===== config.mk =====
export PLATFORM = sky130hd
export DESIGN_NAME = interp_seq_ctrl
export DESIGN_NICKNAME = d
export VERILOG_FILES = /design/src/rtl/interp_ctrl_pkg.sv /design/src/rtl/interp_step_decode.sv /design/src/rtl/interp_seq_ctrl.sv
export SDC_FILE = /design/constraint.sdc
export NUM_CORES = 1
export LEC_CHECK = 0
export ABC_AREA = 1
export CAP_MARGIN = 20
export CORE_UTILIZATION = 43
export CTS_CLUSTER_DIAMETER = 40
export DETAILED_ROUTE_END_ITERATION = 6
export PLACE_DENSITY = 0.83
export SLEW_MARGIN = 10
export SYNTH_ARGS = -nofsm -noshare
export SYNTH_HDL_FRONTEND = slang
export SYNTH_SLANG_ARGS = --single-unit

===== constraint.sdc =====
create_clock -name clk -period 2.35 [get_ports clk]
set_clock_uncertainty 0.1 [all_clocks]
set_input_delay 0.235 -clock clk [delete_from_list [all_inputs] [get_ports clk]]
set_output_delay 0.235 -clock clk [all_outputs]
set_load 0.05 [all_outputs]

===== src/rtl/interp_ctrl_pkg.sv =====
// Shared types, select codes and step tables for the pilot-interpolation sequencer.
// Combinational constants only; no latency, no flow control.
package interp_ctrl_pkg;

    localparam int NUM_PREP = 2;
    localparam int NUM_OUT  = 6;
    localparam int STEP_W   = 3;
    localparam int STALL_W  = 16;

    // Adder operand mux codes (E1..E4 are the pilot estimates after order select)
    localparam logic [2:0] OP_ZERO = 3'd0;
    localparam logic [2:0] OP_E1   = 3'd1;
    localparam logic [2:0] OP_E2   = 3'd2;
    localparam logic [2:0] OP_E3   = 3'd3;
    localparam logic [2:0] OP_E4   = 3'd4;
    localparam logic [2:0] OP_RE   = 3'd5;
    localparam logic [2:0] OP_R2E  = 3'd6;
    localparam logic [2:0] OP_R5E  = 3'd7;

    // Output mux codes
    localparam logic [1:0] H_ZERO  = 2'd0;
    localparam logic [1:0] H_SUM1  = 2'd1;
    localparam logic [1:0] H_SUM2  = 2'd2;
    localparam logic [1:0] H_PILOT = 2'd3;

    typedef enum logic [1:0] {
        IDLE = 2'd0,
        PREP = 2'd1,
        EMIT = 2'd2
    } state_t;

    typedef struct packed {
        logic [2:0] s1a;
        logic [2:0] s1b;
        logic [2:0] s2a;
        logic [2:0] s2b;
        logic [1:0] s_h1;
        logic [1:0] s_h2;
        logic       en_E;
        logic       en_2E;
        logic       en_5E;
    } ctrl_t;

    // Row 0 forms the one-third step E and 2E; row 1 builds 5E = 2E + 2E + E from them.
    localparam ctrl_t PREP_TBL [NUM_PREP] = '{
        '{OP_E2,  OP_E1,  OP_E2, OP_E1,   H_ZERO, H_ZERO, 1'b1, 1'b1, 1'b0},
        '{OP_R2E, OP_R2E, OP_RE, OP_ZERO, H_ZERO, H_ZERO, 1'b0, 1'b0, 1'b1}
    };

    // Each row yields two subcarriers: pilot plus 0, 1/3 or 2/3 of the gap; last row extrapolates via 5E.
    localparam ctrl_t EMIT_TBL [NUM_OUT] = '{
        '{OP_E1, OP_ZERO, OP_E1, OP_RE,   H_SUM1, H_SUM2, 1'b0, 1'b0, 1'b0},
        '{OP_E1, OP_R2E,  OP_E2, OP_ZERO, H_SUM1, H_SUM2, 1'b0, 1'b0, 1'b0},
        '{OP_E2, OP_RE,   OP_E2, OP_R2E,  H_SUM1, H_SUM2, 1'b0, 1'b0, 1'b0},
        '{OP_E3, OP_ZERO, OP_E3, OP_RE,   H_SUM1, H_SUM2, 1'b0, 1'b0, 1'b0},
        '{OP_E3, OP_R2E,  OP_E4, OP_ZERO, H_SUM1, H_SUM2, 1'b0, 1'b0, 1'b0},
        '{OP_E4, OP_RE,   OP_E4, OP_R5E,  H_SUM1, H_SUM2, 1'b0, 1'b0, 1'b0}
    };

endpackage


===== src/rtl/interp_step_decode.sv =====
// Maps (state, step) to the datapath control word; purely combinational, zero latency,
// no flow control. Outside PREP/EMIT the word is all zeros.
module interp_step_decode
    import interp_ctrl_pkg::*;
(
    input  state_t              state,
    input  logic [STEP_W-1:0]   step,
    output ctrl_t               ctrl
);

    always_comb begin
        ctrl = '0;
        case (state)
            PREP: begin
                for (int i = 0; i < NUM_PREP; i++) begin
                    if (step == STEP_W'(i)) ctrl = PREP_TBL[i];
                end
            end
            EMIT: begin
                for (int i = 0; i < NUM_OUT; i++) begin
                    if (step == STEP_W'(i)) ctrl = EMIT_TBL[i];
                end
            end
            default: ctrl = '0;
        endcase
    end

endmodule


===== src/rtl/interp_seq_ctrl.sv =====
// Pilot-interpolation sequencer: first tap pair NUM_PREP+1 cycles after start; out_ready low
// holds the current pair and its selects. INTERP_SEQ_STALL_CNT_EN adds the stall_cnt port.
module interp_seq_ctrl
    import interp_ctrl_pkg::*;
(
    input  logic                clk,
    input  logic                rst,
    input  logic                start,
    input  logic                shift_sel,
    input  logic                out_ready,
    output logic                busy,
    output logic                out_valid,
    output logic [STEP_W-1:0]   pair_idx,
    output logic                done,
    output logic                start_err,
    output logic [2:0]          s1a,
    output logic [2:0]          s1b,
    output logic [2:0]          s2a,
    output logic [2:0]          s2b,
    output logic [1:0]          s_h1,
    output logic [1:0]          s_h2,
    output logic                sel_est,
    output logic                en_reg_E,
    output logic                en_reg_2E,
    output logic                en_reg_5E
`ifdef INTERP_SEQ_STALL_CNT_EN
    ,
    output logic [STALL_W-1:0]  stall_cnt
`endif
);

    localparam logic [STEP_W-1:0] LAST_PREP = STEP_W'(NUM_PREP - 1);
    localparam logic [STEP_W-1:0] LAST_OUT  = STEP_W'(NUM_OUT - 1);

    state_t              state_q, state_d;
    logic [STEP_W-1:0]   step_q, step_d;
    logic                sel_est_q, sel_est_d;
    logic                advance;
    logic                done_c;
    ctrl_t               ctrl;

    interp_step_decode u_decode (
        .state (state_q),
        .step  (step_q),
        .ctrl  (ctrl)
    );

    always_comb begin
        state_d   = state_q;
        step_d    = step_q;
        sel_est_d = sel_est_q;
        advance   = 1'b0;
        done_c    = 1'b0;
        case (state_q)
            IDLE: begin
                if (start) begin
                    state_d   = PREP;
                    step_d    = '0;
                    sel_est_d = shift_sel;
                end
            end
            PREP: begin
                advance = 1'b1;
                if (step_q == LAST_PREP) begin
                    state_d = EMIT;
                    step_d  = '0;
                end else begin
                    step_d = step_q + STEP_W'(1);
                end
            end
            EMIT: begin
                if (out_ready) begin
                    advance = 1'b1;
                    if (step_q == LAST_OUT) begin
                        done_c  = 1'b1;
                        state_d = IDLE;
                        step_d  = '0;
                    end else begin
                        step_d = step_q + STEP_W'(1);
                    end
                end
            end
            default: begin
                state_d = IDLE;
                step_d  = '0;
            end
        endcase
    end

    always_ff @(posedge clk) begin
        if (!rst) begin
            state_q   <= IDLE;
            step_q    <= '0;
            sel_est_q <= 1'b0;
        end else begin
            state_q   <= state_d;
            step_q    <= step_d;
            sel_est_q <= sel_est_d;
        end
    end

    assign busy      = (state_q != IDLE);
    assign out_valid = (state_q == EMIT);
    assign pair_idx  = out_valid ? step_q : '0;
    // A reset cycle abandons the set, so the last handshake must not report done.
    assign done      = done_c & rst;
    assign start_err = start & busy & rst;
    assign sel_est   = sel_est_q & busy;

    assign s1a  = ctrl.s1a;
    assign s1b  = ctrl.s1b;
    assign s2a  = ctrl.s2a;
    assign s2b  = ctrl.s2b;
    assign s_h1 = ctrl.s_h1;
    assign s_h2 = ctrl.s_h2;

    // Loads only on an advancing step, so a stalled 5E accumulate never repeats.
    assign en_reg_E  = ctrl.en_E  & advance;
    assign en_reg_2E = ctrl.en_2E & advance;
    assign en_reg_5E = ctrl.en_5E & advance;

`ifdef INTERP_SEQ_STALL_CNT_EN
    logic [STALL_W-1:0] stall_q, stall_d;

    always_comb begin
        stall_d = stall_q;
        if (state_q == IDLE && start) begin
            stall_d = '0;
        end else if (state_q == EMIT && !out_ready && stall_q != '1) begin
            stall_d = stall_q + STALL_W'(1);
        end
    end

    always_ff @(posedge clk) begin
        if (!rst) begin
            stall_q <= '0;
        end else begin
            stall_q <= stall_d;
        end
    end

    assign stall_cnt = stall_q;
`endif

endmodule


**After elaboration in Yosys (flattened, before gate mapping)**

Index checks and enable logic that the tools add are counted.

- Memory bits (read-only): 0
- Register bits after elaboration: 6
- Output and inout bits: 27
- Memories: 0
- Input bits: 5
- Bits in writable memories: 0
- Word-level logic and storage cells: 53
- Bits in latches: 0

- $lt $le $gt $ge: 0
- $mul: 0
- Div/mod/pow operators: 0
- Shift-type cells: 0
- Mux-type cells: 25
- Reductions and logical operators: 6
- Equal/unequal tests: 11
- Add/sub/neg operators: 1
- Bitwise operators: 7

Operators by type and width:

| kind | count |
|---|---|
| 18-bit 2-to-1 mux | 4 |
| 19-bit 2-to-1 mux | 2 |
| 19-bit one-hot mux with 2 select lines | 1 |
| 17-bit 2-to-1 mux | 2 |
| 3-bit 2-to-1 mux | 5 |
| 3-bit one-hot mux with 3 select lines | 1 |
| 2-bit 2-to-1 mux | 4 |
| 1-bit bitwise AND | 7 |
| 3-bit by 2-bit == test with 1-bit output, second input constant | 2 |
| 3-bit == test, second input constant | 2 |
| 2-bit inequality test, second input constant | 3 |
| 2-bit one-hot mux with 3 select lines | 1 |
| 1-bit 2-to-1 mux | 4 |
| 2-bit AND reduction | 2 |
| 4-bit AND reduction | 1 |
| 3-bit by 1-bit adder with 3-bit output, second input constant | 1 |
| 3-bit by 1-bit == test with 1-bit output, second input constant | 1 |
| 3-bit zero test | 1 |
| 2-bit by 1-bit == test with 1-bit output, second input constant | 1 |
| 2-bit == test, second input constant | 1 |
| 2-bit zero test | 1 |
| 2-bit by 1-bit inequality test with 1-bit output, second input constant | 1 |
| 1-bit one-hot mux with 2 select lines | 1 |
| 2-bit nonzero test | 1 |

**Logic depth before layout (Yosys ltp)**

Gate-level depths: netlist (run 1).

- Depth in word-level cells: 9
- Depth in mapped cells: 10
- Mapped depth without buffers: 9

**Hierarchy**

Synthesis (run 1) repeated with hierarchy kept, for this count alone.

- Cell total of the unflattened synthesis: 135
- Area total of the unflattened synthesis: 784.5 sq um

Modules (own cells, without submodules):

| module | times used | cells an instance | area an instance (sq um) | seq. area each (sq um) |
|---|---|---|---|---|
| interp_seq_ctrl | 1 | 73 | 475.5 | 120.1 |
| interp_step_decode | 1 | 62 | 309.0 | 0.0 |

**Least setup slack after synthesis (run 1)**

Ideal clock, no wire load.

- Kind: register to output
- From: reg state_q[0]
- To: out done
- Setup slack: -0.706 ns
- Cell stages (with the launch flop): 6
- Path buffers: 1
- Data arrival time: 2.721 ns
- Data required time: 2.015 ns
- Cells stage by stage: dfxtp_1 -> inv_1 -> ha_1 -> buf_4 -> inv_1 -> nor4_1

- Cells in the longest elaborated chain, start to end: 3

RTL lines:

| item | RTL line | text |
|---|---|---|
| start, declared | interp_seq_ctrl.sv:35 | `state_t state_q, state_d;` |
| start signal, assigned | interp_seq_ctrl.sv:96 | `state_q <= state_d;` |
| 2-bit == test | n/a |  |
| via out_valid | interp_seq_ctrl.sv:12 | `output logic out_valid,` |
| 1-bit 2-to-1 mux | interp_seq_ctrl.sv:54 | `case (state_q)` |
| 1-bit bitwise AND | interp_seq_ctrl.sv:106 | `assign done = done_c & rst;` |
| end, declared | interp_seq_ctrl.sv:14 | `output logic done,` |

The timed path passes the listed nets, and every way through them passes these cells.

**Worst setup path in the final report (run 1)**

- From: reg state_q[0]
- To: out pair_idx[1]

- Cells in the longest elaborated chain, start to end: 2

RTL lines:

| item | RTL line | text |
|---|---|---|
| 2-bit == test | interp_seq_ctrl.sv:103 | `assign out_valid = (state_q == EMIT);` |
| 3-bit 2-to-1 mux | interp_seq_ctrl.sv:104 | `assign pair_idx = out_valid ? step_q : '0;` |
| end, declared | interp_seq_ctrl.sv:13 | `output logic [STEP_W-1:0] pair_idx,` |

No other way between the ends.

==> metrics.txt, run 1 <==
outcome=finished, final reports clean; synth unique cells=21; Power Density=1025 mW/mm^2; Seq pwr share=0.143; Async SR Flop Fraction=0; Initial DRT Pass Iterations=4; fmax=442.3 MHz; IO Port Bufs=29; Worst EP required=2.02 ns; share of the synthesized area in the top cell type=0.1787; Max Slew Vio Count=0; Reg area=120.1 sq um; Hold Vio Cnt, Final=0; EDFF count, synth=0; Max clock buf depth=2; combinational fraction of design power=0.774; Syn-to-layout area delta=58.12%; filler instances=132; max-cap viol count=0; CTS Root Cell=clkbuf_4; Starting Density=0.4601; mapped cell area=693.2 sq um; DRC errors left=0; min Tclk post-route=2.261 ns; Syn Area/Cell=5.729 sq um; most frequent CP cell=inv_1; final setup violation count=0; slew margin rel.=0.6654; grt ovf=0; worst path cell trace=inv_1 -> ha_2 -> nand2_1 -> inv_1 -> clkdlybuf4s50_1; Pint=0.0004692 W; Vias=832; post-DP HPWL=1.445 mm; Core ar.=0.001506 sq mm; top-count cell post-synth=nand2_1; actual slew at the worst max-slew pin=0.5004 ns; Area contributors post-synth=nand2_1, dfxtp_1, inv_1, nor2_1, ha_1; die width=42.15 um; Die ar.=0.001777 sq mm; Avg WL per Cell=10.32 um; Syn Inst Count=121; site row count=14; ANT cells=0; Placer Congestion=0.8786; Design Power=0.001123 W; Reg clk slew, reported paths=0.05 ns; kind of critical path=reg -> out; largest net degree at the start of global routing=12; final wirelength=1.692 mm; Seq cells post-synth=6; Clock Latency Late Sink=0.25 ns; clock share of power=0.084; layout net count=159; antenna violations before repair=0; part of the Yosys area used for sequential elements=0.1733; share of cells above drive strength 1=0.2905; maximum vdd ir drop=0.8766 mV; Yosys warning count=0; Setup TNS=0 ns; Synth area leader=nand2_1; Setup Buffers After CTS=0; period utilisation layout=0.9621; vias in the first global route=683; Commonest cells post-synth=nand2_1, inv_1, nor2_1; ys flop type=dfxtp_1; switching pwr=0.0006541 W; startpoint types=register; HP Class=reg -> reg; io pins=32; DR iter-0 viols=14; global-route wire length before repair=2.732 mm; Worst EP arrival=1.93 ns; Via density=5.073; Num CTS Buffers=3; Sinks on Clock Net=6; Crit Path Max Fanout=11; die span in y=42.15 um; Detail Route Antenna Nets=0; CP Capture Type=output port; area of the multi-input gates=464.2 sq um; switching share of power=0.5823; htree depth=1; CTS tree=yes; Slowest cell on crit path=clkdlybuf4s50_1; leak pwr=0.5466 nW; slowest cell delay on critical path=0.79 ns; Total GRT Usage=0.2016
-- flip-flops by register name, summed over array words and instances (netlist names) --
signal,flops
state_q,2
sel_est_q,1
step_q,3
-- per-stage QoR --
stage                     setup slack [ns]  utilization  std cells  cell area [sq um]  hold slack [ns]
after floorplan                    0.02304            -        122              729.5           0.2555
after global placement              0.4047       0.7093        161               1069           0.3464
after detailed placement            0.3467       0.7093        161               1069           0.3460
after CTS                          0.05873       0.7243        164               1091           0.3530
after global routing            -0.0008238       0.7276        164               1096           0.3884
final                              0.08913       0.7276        164               1096           0.3528
-- layer usage --
layer,global-route usage,routed length [um]
met1,0.2111,662
met2,0.3813,900
met3,0.03879,97
met4,0.09375,31
met5,0,0
-- path summary, 6_finish.rpt --
kind              start     endpoint  slack [ns]  cells after the start
min reg2reg   sel_est_q    sel_est_q        0.35                      2
max reg2reg  state_q[0]   state_q[1]        0.83                      9
min           sel_est_q    sel_est_q        0.35                      2
max          state_q[0]  pair_idx[1]        0.09                      5
-- kinds of logic after synthesis --
kind of cell             share of synthesized area
AND/OR/NAND/NOR                             0.4043
buffers and inverters                       0.2166
AO/OA/AOI/OAI                               0.1282
flip-flops                                  0.1733
adder cells (fa/ha/maj)                    0.07221
other                                     0.005410
-- critical path: cells and delay by family, from the launching register on --
kind	cells	cell delay, ns
adders and majority gates	1	0.33
and+or+nand+nor	1	0.08
DFF	1	0.31
buffers and inverters	3	0.95
-- placed cells by master (no fill, tap or decap), drive strengths merged --
| cell | instances |
|---|---|
| clkdlybuf4s50 | 10 |
| a21oi | 8 |
| nor4 | 1 |
| clkbuf | 3 |
| nor3 | 2 |
| ha | 4 |
| dfxtp | 6 |
| o21ai | 6 |
| nand3 | 10 |
| buf | 20 |
| nand2 | 34 |
| a21boi | 1 |
| conb | 2 |
| nor2 | 15 |
| inv | 25 |
| a211oi | 1 |
-- timing repair --
action / in CTS / in global routing
setup endpoints to repair: 0 / 3
resized for setup: 0 / 2
hold buffers: 0 / 0
-- final cells by class --
class	count	share of cell area
well taps	16	0.01826
clock buffers	3	0.02055
inverters	25	0.08562
repair buffers	30	0.3425
flip-flops and latches	6	0.1096
multi-input cells	84	0.4235
-- power groups by stage --
stage | registers, W | logic, W | clock network (W)
finish | 0.000160 | 0.000869 | 0.0000939
global route | 0.000163 | 0.000928 | 0.000104
CTS | 0.000159 | 0.000864 | 0.000100
detailed placement | 0.000161 | 0.000861 | 0
global placement | 0.000159 | 0.000843 | 0
floorplan | 0.000138 | 0.000640 | 0
Power figures use the tool's default switching activity.
==> run 2, diff against run 1 <==
--- a/config.mk
+++ b/config.mk
@@ -6,7 +6,7 @@
 export NUM_CORES = 1
 export LEC_CHECK = 0
 export ABC_AREA = 1
-export CAP_MARGIN = 20
+export CORE_MARGIN = 1
 export CORE_UTILIZATION = 43
 export CTS_CLUSTER_DIAMETER = 40
 export DETAILED_ROUTE_END_ITERATION = 6
==> results of run 2 <==
The final DEF is identical to that of run 1; final timing and power are the same.
==> run 3, diff against run 2 <==
--- a/config.mk
+++ b/config.mk
@@ -10,6 +10,7 @@
 export CORE_UTILIZATION = 43
 export CTS_CLUSTER_DIAMETER = 40
 export DETAILED_ROUTE_END_ITERATION = 6
+export GPL_ROUTABILITY_DRIVEN = 0
 export PLACE_DENSITY = 0.83
 export SLEW_MARGIN = 10
 export SYNTH_ARGS = -nofsm -noshare
==> results of run 3 <==
The final DEF is identical to that of run 1; final timing and power are the same.
